File: src/rtl/render_pkg.sv
// Shared constants for the VGA-scanned sprite renderers (people, chair, apple).
package render_pkg;
    typedef enum logic {LEFT_DIR = 1'b0, RIGHT_DIR = 1'b1} dir_e;

    localparam int H_VIS   = 640;
    localparam int V_VIS   = 480;
    localparam int V_TOTAL = 525;

    localparam logic [11:0] KEY_COLOR = 12'hF0F;

    localparam int PEOPLE_W      = 20;
    localparam int PEOPLE_H      = 40;
    localparam int PEOPLE_FRAMES = 4;

    // Must agree with the movement controller's reset position.
    localparam logic [9:0] PEOPLE_RST_LEFT = 10'd320;
    localparam logic [9:0] PEOPLE_RST_UP   = 10'd240;
endpackage

File: src/rtl/sprite_anim_ctrl.sv
// Once-per-frame position latch plus walk-cycle animation for the player sprite.
module sprite_anim_ctrl #(
    parameter int FRAMES    = 4,
    parameter int ANIM_DIV  = 8,
    parameter int IDLE_HOLD = 4,
    parameter int AW        = (FRAMES > 1) ? $clog2(FRAMES) : 1
) (
    input  logic          clk,
    input  logic          rst,
    input  logic [9:0]    x_i,
    input  logic [9:0]    y_i,
    input  logic [9:0]    people_left_i,
    input  logic [9:0]    people_up_i,
    input  logic          dir_i,
    output logic [9:0]    pl_o,
    output logic [9:0]    pu_o,
    output logic          dir_o,
    output logic [AW-1:0] anim_frame_o
);
    import render_pkg::*;

    localparam int DW = (ANIM_DIV > 1) ? $clog2(ANIM_DIV) : 1;
    localparam int IW = $clog2(IDLE_HOLD + 1);

    logic [9:0]    pl_q, pl_d, pu_q, pu_d;
    dir_e          dir_q, dir_d;
    logic [AW-1:0] anim_q, anim_d;
    logic [DW-1:0] div_q, div_d;
    logic [IW-1:0] idle_q, idle_d;
    logic          match_q, match, frame_tick, moving;

    // The scan sits on (0,480) for several clocks; only its first clock ticks.
    assign match      = (x_i == 10'd0) && (y_i == 10'(V_VIS));
    assign frame_tick = match && !match_q;
    assign moving     = (people_left_i != pl_q) || (people_up_i != pu_q);

    always_comb begin
        pl_d   = pl_q;
        pu_d   = pu_q;
        dir_d  = dir_q;
        anim_d = anim_q;
        div_d  = div_q;
        idle_d = idle_q;
        if (frame_tick) begin
            pl_d  = people_left_i;
            pu_d  = people_up_i;
            dir_d = dir_e'(dir_i);
            if (moving) begin
                idle_d = '0;
                if (div_q == DW'(ANIM_DIV - 1)) begin
                    div_d  = '0;
                    anim_d = (anim_q == AW'(FRAMES - 1)) ? '0 : anim_q + 1'b1;
                end else begin
                    div_d = div_q + 1'b1;
                end
            end else begin
                if (idle_q != IW'(IDLE_HOLD))
                    idle_d = idle_q + 1'b1;
                if (idle_d == IW'(IDLE_HOLD)) begin
                    anim_d = '0;
                    div_d  = '0;
                end
            end
        end
    end

    always_ff @(posedge clk) begin
        if (rst) begin
            pl_q    <= PEOPLE_RST_LEFT;
            pu_q    <= PEOPLE_RST_UP;
            dir_q   <= LEFT_DIR;
            anim_q  <= '0;
            div_q   <= '0;
            idle_q  <= IW'(IDLE_HOLD);
            match_q <= 1'b0;
        end else begin
            pl_q    <= pl_d;
            pu_q    <= pu_d;
            dir_q   <= dir_d;
            anim_q  <= anim_d;
            div_q   <= div_d;
            idle_q  <= idle_d;
            match_q <= match;
        end
    end

    assign pl_o         = pl_q;
    assign pu_o         = pu_q;
    assign dir_o        = dir_q;
    assign anim_frame_o = anim_q;
endmodule

File: src/rtl/people_sprite_render.sv
// Player sprite renderer: hit test, registered ROM address, then keyed colour/enable.
module people_sprite_render #(
    parameter int          SPR_W     = render_pkg::PEOPLE_W,
    parameter int          SPR_H     = render_pkg::PEOPLE_H,
    parameter int          FRAMES    = render_pkg::PEOPLE_FRAMES,
    parameter int          ANIM_DIV  = 8,
    parameter int          IDLE_HOLD = 4,
    parameter logic [11:0] KEY_COLOR = render_pkg::KEY_COLOR
) (
    input  logic        clk,
    input  logic        rst,
    input  logic [9:0]  x,
    input  logic [9:0]  y,
    input  logic [9:0]  people_left,
    input  logic [9:0]  people_up,
    input  logic        dir,
    output logic [11:0] rom_addr,
    input  logic [11:0] rom_data,
    output logic        people_en,
    output logic [11:0] people_rgb
);
    import render_pkg::*;

    localparam int AW = (FRAMES > 1) ? $clog2(FRAMES) : 1;

    logic [AW-1:0] anim_frame;
    logic [9:0]    pl, pu;
    logic          dir_l;

    sprite_anim_ctrl #(
        .FRAMES    (FRAMES),
        .ANIM_DIV  (ANIM_DIV),
        .IDLE_HOLD (IDLE_HOLD),
        .AW        (AW)
    ) u_anim (
        .clk           (clk),
        .rst           (rst),
        .x_i           (x),
        .y_i           (y),
        .people_left_i (people_left),
        .people_up_i   (people_up),
        .dir_i         (dir),
        .pl_o          (pl),
        .pu_o          (pu),
        .dir_o         (dir_l),
        .anim_frame_o  (anim_frame)
    );

    // 11-bit compare so a sprite parked near 1023 cannot wrap back onto the screen.
    logic [10:0] x11, y11, pl11, pu11, col, row, col_m;
    logic        hit;

    assign x11  = {1'b0, x};
    assign y11  = {1'b0, y};
    assign pl11 = {1'b0, pl};
    assign pu11 = {1'b0, pu};

    // Horizontal blanking never shows the sprite, even when it clips the right edge.
    assign hit = (x11 >= pl11) && (x11 <= pl11 + 11'(SPR_W - 1)) && (x11 < 11'(H_VIS)) &&
                 (y11 >= pu11) && (y11 <= pu11 + 11'(SPR_H - 1)) && (y11 < 11'(V_VIS));

    assign col   = x11 - pl11;
    assign row   = y11 - pu11;
    assign col_m = (dir_l == RIGHT_DIR) ? col : 11'(SPR_W - 1) - col;

    logic [11:0] rom_addr_q, rom_addr_d;
    logic        hit_q;
    logic        en_q, en_d;
    logic [11:0] rgb_q, rgb_d;

    assign rom_addr_d = hit ? (12'(anim_frame) * 12'(SPR_W * SPR_H) + 12'(row) * 12'(SPR_W) + 12'(col_m))
                            : rom_addr_q;

    assign en_d  = hit_q && (rom_data != KEY_COLOR);
    assign rgb_d = en_d ? rom_data : 12'h000;

    always_ff @(posedge clk) begin
        if (rst) begin
            rom_addr_q <= '0;
            hit_q      <= 1'b0;
            en_q       <= 1'b0;
            rgb_q      <= '0;
        end else begin
            rom_addr_q <= rom_addr_d;
            hit_q      <= hit;
            en_q       <= en_d;
            rgb_q      <= rgb_d;
        end
    end

    assign rom_addr   = rom_addr_q;
    assign people_en  = en_q;
    assign people_rgb = rgb_q;
endmodule

File: config.mk
export PLATFORM = sky130hd
export DESIGN_NAME = people_sprite_render
export DESIGN_NICKNAME = d
export VERILOG_FILES = /design/src/rtl/render_pkg.sv /design/src/rtl/sprite_anim_ctrl.sv /design/src/rtl/people_sprite_render.sv
export SDC_FILE = /design/constraint.sdc
export NUM_CORES = 1
export LEC_CHECK = 0
export BUFFER_PORTS_ARGS = -buffer_cell sky130_fd_sc_hd__buf_4
export CAP_MARGIN = 20
export CELL_PAD_IN_SITES_DETAIL_PLACEMENT = 1
export CELL_PAD_IN_SITES_GLOBAL_PLACEMENT = 1
export CORE_MARGIN = 4
export CORE_UTILIZATION = 46
export CTS_CLUSTER_DIAMETER = 200
export DETAILED_ROUTE_END_ITERATION = 12
export PLACE_DENSITY = 0.84
export SLEW_MARGIN = 0
export SYNTH_ARGS = -nofsm -noshare
export SYNTH_HDL_FRONTEND = slang
export SYNTH_SLANG_ARGS = --single-unit
File: constraint.sdc
create_clock -name clk -period 7.7 [get_ports clk]
set_input_delay 0.77 -clock clk [delete_from_list [all_inputs] [get_ports clk]]
set_output_delay 0.77 -clock clk [all_outputs]
set_load 0.02 [all_outputs]
Word level (Yosys, flattened, before mapping)
Index checks and enable logic that the tools add are counted.
Storage, ports and cells
  register bits after elaboration: 56
  output and inout port bits: 25
  RAM bits: 0
  ROM bits: 0
  memories kept: 0
  latch bits: 0
Cells by class
  $lt $le $gt $ge: 6
  reduce and logical (&&, ||, !) cells: 15
  equality and inequality tests: 9
  muxes and demuxes: 12
  add/sub/neg operators: 10
  shifts and indexed selects: 0
  multiply operators: 2
  div/mod/pow operators: 0
  bitwise logic cells: 1
Operators with widths (count)
  $le A10 B11 Y1: 2
  $sub A10 B10 Y11: 2
  $mux W3: 7
  $ge A10 B10 Y1: 2
  $ne A10 B10 Y1: 2
  $add A12 B11 Y12: 1
  $add A12 B12 Y12: 1
  $ne A12 B12 Y1 const B: 1
  $add A10 B5 Y11 const B: 1
  $add A10 B6 Y11 const B: 1
  $mul A11 B3 Y10 const B: 1
  $mux W11: 1
  $sub A5 B11 Y11 const A: 1
  $eq A10 B9 Y1 const B: 1
  $logic_not A10 Y1: 1
  $lt A10 B10 Y1 const B: 1
  $lt A10 B9 Y1 const B: 1
  $logic_and A1 B1 Y1: 8
  $mux W2: 4
  $mul A2 B5 Y7 const B: 1
  $add A3 B1 Y3 const B: 2
  $eq A3 B3 Y1 const B: 2
  $ne A3 B3 Y1 const B: 1
  $reduce_and A3 Y1: 1
  9 further kinds: 9

Longest topological paths before layout
Gate-level depths: netlist (run 1).
  depth in word-level cells: 7
  gate-level depth with buffers: 24
  depth with buffers taken out: 24

Cells and area by module
From an unflattened synthesis (run 1), not the netlist that was laid out.
Second synthesis, totals
  cells, all modules: 631
  area, all modules: 5250.0 sq um
Modules (own cells, without submodules)
  people_sprite_render: area each 3718.6 sq um, cells an instance 444, instances 1
  sprite_anim_ctrl: area each 1531.5 sq um, cells an instance 187, instances 1

Worst setup path before layout (run 1)
OpenSTA, ideal clock, no wires.
  kind: input -> register
  from: input y[0]
  to: register rom_addr_q[11] (netlist: rom_addr[11])
  cell stages on the path: 19
  arrival: 4.855 ns
  buffers on the path: 0
  library setup time: 0.091 ns
  setup slack: 2.754 ns
  cell sequence: inv_1 > ha_1 > fa_1 > nor2b_1 > o21ai_1 > nand2b_1 > xor2_1 > ha_1 > fa_1 > a211oi_1 > o21ai_0 > fa_1 > inv_1 > ha_1 > or3_1 > o22ai_1 > xnor2_1 > a211o_1 > a311oi_1
On the way
  cells in the longest elaborated chain, start to end: 4
  elaborated cells between the ends (all ways): 10
  those cells by class: add/sub: 3; mul: 1; order compare: 3; reduce/logical: 3
RTL lines
  start: declaration: RTL line people_sprite_render.sv:13  | input logic [9:0] y,
  $sub A10 B10 Y11 or $ge A10 B10 Y1 (tied branches): RTL line people_sprite_render.sv:63, people_sprite_render.sv:60
  $mul A11 B3 Y10 or $logic_and A1 B1 Y1 (tied branches): RTL line people_sprite_render.sv:71, people_sprite_render.sv:59
  $add A12 B12 Y12 or $logic_and A1 B1 Y1 (tied branches): RTL line people_sprite_render.sv:71, people_sprite_render.sv:60
  $add A12 B11 Y12 or $logic_and A1 B1 Y1 (tied branches): RTL line people_sprite_render.sv:71, people_sprite_render.sv:60
  end signal: assignment: RTL line people_sprite_render.sv:84  | rom_addr_q <= rom_addr_d;
  end: declaration: RTL line people_sprite_render.sv:66  | logic [11:0] rom_addr_q, rom_addr_d;
Several ways; a longest one is shown, not always the timed one.
A chain may end at the register's enable or synchronous reset.

Worst setup path in the final report (run 1)
Same ends and word-level chain as after synthesis.

==> metrics.md, run 1 <==
| Metric | Value |
|---|---|
| PD cells | 153 mW/mm2 |
| Slowest CP cell | fa_1 |
| Layout cells sized above 1 | 0.140 |
| Hold_buf cts | 0 |
| Count leader, synth | ha_1 |
| Fin crit share | 0.661 |
| Peak Freq | 196 MHz |
| GR Layer Usage met3 | 0.0342 |
| HP Start | u_anim.pl_o[9] |
| Vias | 4,740 |
| Slew Viols, Final | 0 |
| Share of the synthesized area in the top cell type | 0.222 |
| CP peak stage delay | 500 ps |
| Post-CTS setup repair buffer count | 0 |
| Largest net degree at the start of global routing | 38 |
| M1 GR Usage | 0.290 |
| Sequential cell area | 0.00112 mm2 |
| Yosys top cell by area | dfxtp_1 |
| Post-route DRC | 0 |
| DP Wirelength | 12,800 um |
| Synth cell count leaders | ha_1 (75), nand2_1 (63), a21oi_1 (61) |
| Post-Route WL | 15,200 um |
| Min cycle time layout | 5090 ps |
| FF+latch count, synth | 56 |
| Leakage power | 0.00253 uW |
| Grt met2 use | 0.447 |
| CP bufs+invs | 3 |
| Die X | 113 um |
| CTS tree | done |
| Slew margin rel. | 0.284 |
| H-tree depth reported by CTS | 2 |
| Resized cells post-CTS | 0 |
| Core area | 0.0108 mm2 |
| Detail Route Antenna Nets | 0 |
| Synth top area cells | dfxtp_1 (22%), ha_1 (19%), xnor2_1 (9.5%) |
| Clock buffer depth | 2 |
| Reg2reg start | u_anim.pu_o[1] |
| Status | finished, final reports clean |
| Yosys warning count | 0 |
| Most Crowded Layer GR | met2 |
| Setup violators final | 0 |
| Clock root cell | clkbuf_8 |
| Final RePlAce weighted congestion | 0.930 |
| Fin Hold WS | 486 ps |
| Worst-path clk slew | 120 ps |
| CTS Buf Count | 5 |
| Pre-CTS setup slack | 2230 ps |
| Global-route wire length before repair | 24,900 um |
| Top Ports | 80 |
| Initial antenna violation count | 0 |
| Post-synth EDFFs | 0 |
| Worst Path Required | 7970 ps |
| Hold crit path type | reg -> reg |
| Area delta synth->final | 16.4% |
| TritonCTS sink count | 56 |
| Number of detailed-route iterations in the first pass | 4 |
| Worst setup SP type | input pin |
| Clk Latency, worst-skew pair | 350 ps |
| Num rows | 38 |
| Critical Path Fanout Max | 4 |
| Avg Inst Size Synth | 8.08 um2 |
| Number of distinct library cells after synthesis | 55 |
| CP arrival | 5360 ps |
| Measured slew at the worst slew-check pin | 1060 ps |
| Top delay family on crit path | adder cells |
| CP Cell Sequence | buf_4 > inv_1 > ha_1 > fa_1 > nor2b_1 > o21ai_1 > nand2b_1 > xor2_1 > ha_1 > fa_1 > a211oi_1 > o21ai_0 > fa_1 > inv_1 > ha_1 > or3_1 > o22ai_1 > xnor2_1 > a211o_1 > a311oi_1 |
| Max-capacitance violation count | 0 |
| FILL cells | 1,356 |
| DIE HEIGHT | 113 um |
| Multi-input logic area | 0.00371 mm2 |
| Final worst slack | 2610 ps |
| WS Path Type | in -> reg |
| Vias in the first global route | 5,099 |
| Port bufs | 79 |
| Area of the mapped netlist | 0.00506 mm2 |
| Fin. Hold Viols | 0 |
| Sequential area share after synthesis | 0.222 |
| Wire per inst | 18.1 um |
| CP endpoint kind | register |
| Detailed Route Iter0 Violations | 131 |
| Worst Setup SP | y[0] |
| IR drop worst, VDD | 93.5 uV |
| Initial core utilization | 0.469 |
| DIE AREA | 0.0127 mm2 |
| Mapped Cells | 626 |
| Number of inserted diodes | 0 |
| Nets | 839 |
| Most used DFF post-synth | dfxtp_1 |
| GR Overflow Total | 0 |
| Final Skew | 18.3 ps |
| Overall Power | 901 uW |
| Vias per cell | 5.64 |
| Setup TNS | 0 ps |
| GRT Util Overall | 0.240 |
| RSZ-0062 raised after global routing | no |
| Syn Nets | 765 |
| Async set or reset register ratio after synthesis | 0 |
[through the flow]
step / util / cells / instance area (um2)
floorplan: - / 626 / 5060
global placement: 0.537 / 833 / 5800
detailed placement: 0.537 / 833 / 5800
CTS: 0.546 / 841 / 5890
global route: 0.546 / 841 / 5890
finish: 0.546 / 841 / 5890
[layout by cell type, fill, tap and decap left out, drive strengths merged, types with 3 or more instances in the layout]
cell type,synthesis,final
nor4,6,6
nand2,63,63
o21a,3,3
nor2b,8,8
o21bai,6,6
nand4,11,11
o211ai,10,10
buf,3,81
and2,13,13
xor2,18,18
inv,47,48
nor3,10,10
fa,9,9
o21ai,30,30
or4,4,4
a311oi,3,3
dfxtp,56,56
a22oi,3,3
nand3,18,18
a21o,11,11
nand2b,6,6
a211oi,8,8
nor2,41,41
o22ai,3,3
a21oi,61,61
nand4b,3,3
clkbuf,11,5
xnor2,55,55
a31oi,4,4
or3,3,3
ha,75,75
[registers in the layout, indices dropped and copies added (netlist names)]
name and flops:
hit_q 1, people_en 1, u_anim.idle_q 3, people_rgb 12
u_anim.anim_frame_o 2, u_anim.pl_o 10, u_anim.match_q 1, u_anim.div_q 3
u_anim.pu_o 10, u_anim.dir_o 1, rom_addr 12
[worst reg2reg max path, stage by stage, from the launching register on]
cell and delay, ps:
dfxtp_1 500, inv_1 120, ha_1 300, nor2b_1 150
o21a_1 170, nor2_1 120, xnor2_1 180, ha_1 290
ha_1 240, fa_1 430, a211oi_1 280, o21ai_0 170
fa_1 500, inv_1 50, ha_1 230, or3_1 380
o22ai_1 180, xnor2_1 110, a211o_1 270, a311oi_1 250
[power breakdown]
group | switching, uW | internal [uW] | total [uW]
Combinational | 225 | 195 | 419
Sequential | 2.09 | 293 | 295
Clock | 119 | 67.3 | 186
Total | 346 | 555 | 901
[path summary, 6_finish.rpt]
check                         to  slack [ps]  cells after the start
setup reg to reg    rom_addr[11]        2730                     19
hold reg to reg   u_anim.pl_o[9]         490                      2
setup / recovery    rom_addr[11]        2610                     20
hold / removal    u_anim.pl_o[9]         490                      2
[kinds of logic after synthesis]
group / after synthesis / share of synthesized area
simple gates: 195 / 0.193
compound gates: 156 / 0.190
fa+ha+maj: 84 / 0.221
xor+xnor: 73 / 0.126
buf+inv: 61 / 0.0460
flops: 56 / 0.222
mux: 1 / 0.00198
[cell type report]
class / instances / area share
clock inverter: 3 / 0.00467
timing repair buffer: 81 / 0.103
tap: 140 / 0.0297
sequential: 56 / 0.190
multi-input combinational: 509 / 0.630
clock buffer: 5 / 0.0117
inverter: 47 / 0.0299
[per-layer routing]
layer	wire length, um	up-vias
li1	-	2354
met1	6620	2301
met2	7930	73
met3	532	12
met4	163	0
met5	0	-
(Power assumes the default switching activity.)
==> run 2: changes to the inputs <==
--- a/config.mk
+++ b/config.mk
@@ -10,10 +10,10 @@
 export CELL_PAD_IN_SITES_DETAIL_PLACEMENT = 1
 export CELL_PAD_IN_SITES_GLOBAL_PLACEMENT = 1
 export CORE_MARGIN = 4
-export CORE_UTILIZATION = 46
+export CORE_UTILIZATION = 43
 export CTS_CLUSTER_DIAMETER = 200
 export DETAILED_ROUTE_END_ITERATION = 12
-export PLACE_DENSITY = 0.84
+export PLACE_DENSITY = 0.79
 export SLEW_MARGIN = 0
 export SYNTH_ARGS = -nofsm -noshare
 export SYNTH_HDL_FRONTEND = slang
==> constraint.sdc (replaced) <==
create_clock -name clk -period 5.3 [get_ports clk]
set_input_delay 0.53 -clock clk [delete_from_list [all_inputs] [get_ports clk]]
set_output_delay 0.53 -clock clk [all_outputs]
set_load 0.02 [all_outputs]
==> run 2 against run 1 <==
Register-to-register slack worse by 2400 ps. Global-route usage is 0.69 points lower. Via count fell by 1.0%. Non-clock buffer count is the same. Sequential share of layout area is 0.20 points lower. Utilization fell by 2.6 points. Worst setup slack got worse by 2200 ps. Wire length shrank 0.51%. Hold slack worse by 62 ps. Highest routed layer unchanged.
==> metrics.md, run 2 (same netlist as run 1, synthesis figures left out) <==
| Metric | Value |
|---|---|
| Post-Route WL | 15,200 um (-0.51%) |
| Pre-CTS setup slack | 51.6 ps (-2180 ps) |
| Most common cell after layout, fill and taps aside | buf_4 |
| GRT Util Overall | 0.233 (-0.00688) |
| WS Path Type | reg -> reg |
| Post-CTS setup repair buffer count | 0 (unchanged) |
| Max-capacitance violation count | 0 (unchanged) |
| Detail Route Antenna Nets | 0 (unchanged) |
| Initial antenna violation count | 0 (unchanged) |
| TritonCTS sink count | 56 (unchanged) |
| FILL cells | 1,424 (+5.0%) |
| Area delta synth->final | 17.8% |
| Vias | 4,692 (-1.0%) |
| H-tree depth reported by CTS | 2 (unchanged) |
| Fin crit share | 0.932 |
| GR Layer Usage met3 | 0.0435 (+0.00930) |
| Leakage power | 0.00256 uW (+1.2%) |
| Fin. Hold Viols | 0 (unchanged) |
| Clk Latency, worst-skew pair | 310 ps (-40 ps) |
| M1 GR Usage | 0.282 (-0.00817) |
| DIE HEIGHT | 116 um (+3.2%) |
| Final Skew | 7.71 ps (-10.6 ps) |
| Number of detailed-route iterations in the first pass | 4 (unchanged) |
| Grt met2 use | 0.419 (-0.0279) |
| CTS Buf Count | 5 (unchanged) |
| Most frequent cells in the layout | buf_4 (81), ha_1 (75), nand2_1 (63) |
| Post-route DRC | 0 (unchanged) |
| CP endpoint kind | register |
| Status | finished, final reports clean |
| DP Wirelength | 12,600 um (-1.3%) |
| Slew Viols, Final | 0 (unchanged) |
| Final worst slack | 361 ps (-2250 ps) |
| Worst-path clk slew | 80 ps (-40 ps) |
| Clock root cell | clkbuf_16 |
| CP arrival | 5170 ps (-190 ps) |
| Vias in the first global route | 5,081 (-0.35%) |
| Fin Hold WS | 424 ps (-61.7 ps) |
| Die X | 116 um (+3.2%) |
| Initial core utilization | 0.441 (-0.0276) |
| Slew margin rel. | 0.340 (+0.0558) |
| RSZ-0062 raised after global routing | no |
| GR Overflow Total | 0 (unchanged) |
| Reg2reg start | u_anim.pu_o[0] |
| Min cycle time layout | 4940 ps |
| Number of inserted diodes | 0 (unchanged) |
| Hold crit path type | in -> reg |
| Worst Setup SP | u_anim.pu_o[0] |
| HP Start | rom_data[10] |
| Detailed Route Iter0 Violations | 183 (+40%) |
| Worst Path Required | 5530 ps (-2440 ps) |
| CTS tree | done |
| Peak Freq | 202 MHz |
| Critical Path Fanout Max | 5 (+1) |
| Core area | 0.0115 mm2 (+6.2%) |
| Setup TNS | 0 ps (unchanged) |
| DIE AREA | 0.0136 mm2 (+6.5%) |
| Nets | 839 (unchanged) |
| Num rows | 39 (+2.6%) |
| Layout cells sized above 1 | 0.144 (+0.00428) |
| PD cells | 236 mW/mm2 (+55%) |
| Setup violators final | 0 (unchanged) |
| Worst setup SP type | register |
| Port bufs | 79 (unchanged) |
| Measured slew at the worst slew-check pin | 977 ps (-82.6 ps) |
| Hold_buf cts | 0 (unchanged) |
| Most Crowded Layer GR | met2 |
| Top Ports | 80 (unchanged) |
| Global-route wire length before repair | 24,900 um (about the same) |
| Vias per cell | 5.56 (-1.4%) |
| Wire per inst | 18.0 um (-0.87%) |
| Largest net degree at the start of global routing | 38 (unchanged) |
| IR drop worst, VDD | 164 uV (+75%) |
| Final RePlAce weighted congestion | 0.861 (-7.5%) |
| Clock buffer depth | 2 (unchanged) |
run 2: power by group:
part / internal (uW) / total [uW] / switching, uW
combinational: 285 / 621 / 336
clock: 180 / 359 / 179
sequential: 425 / 428 / 2.68
total: 890 / 1410 / 517
run 2: critical path, stage by stage, from the launching register on:
cell and delay, ps:
dfxtp_1 380, ha_1 240, fa_1 420, nor2b_1 160, o21ai_1 80, nand2b_1 130, a21oi_1 80, nor2_1 90
nor2_1 50, xnor2_1 200, ha_1 280, ha_1 340, o21ai_0 250, o21ai_0 150, fa_1 490, inv_1 50
ha_1 230, or3_1 380, o22ai_1 200, xnor2_1 120, a211o_1 270, a311oi_1 250
run 2: per-stage QoR:
stage / cell area, um2 / utilization / power (uW) / instances
final: 5960 / 0.520 / 1410 / 844
after global routing: 5960 / 0.520 / 1520 / 844
after CTS: 5950 / 0.519 / 1420 / 844
after detailed placement: 5800 / 0.506 / 1050 / 836
after global placement: 5800 / 0.506 / 1020 / 836
after floorplan: 5060 / - / 892 / 626
run 2: area by class of cell:
class	instances	area, um2	share of cell area
sequential	56	1120	0.188
multi-input combinational	509	3720	0.625
inverter	47	176	0.0296
clock buffer	5	125	0.0210
tap	143	179	0.0300
timing repair buffer	81	608	0.102
clock inverter	3	26.3	0.00441
run 2: timing repair:
action | in CTS | in global routing
resized for setup | 0 | 3
hold endpoints to repair | 0 | 0
setup endpoints to repair | 0 | 1
run 2: worst paths after layout:
| check | slack, ps | to | cells after the start |
|---|---|---|---|
| worst min register to register | 480 | u_anim.pu_o[8] | 2 |
| worst min-delay path | 420 | people_rgb[10] | 2 |
| worst max-delay path | 360 | rom_addr[11] | 21 |
| worst max register to register | 360 | rom_addr[11] | 21 |
run 2: layer usage:
| metal | part of all wire | routed length, um |
|---|---|---|
| met3 | 0.031 | 473 |
| met5 | 0 | 0 |
| met2 | 0.52 | 7810 |
| met4 | 0.016 | 236 |
| met1 | 0.44 | 6650 |
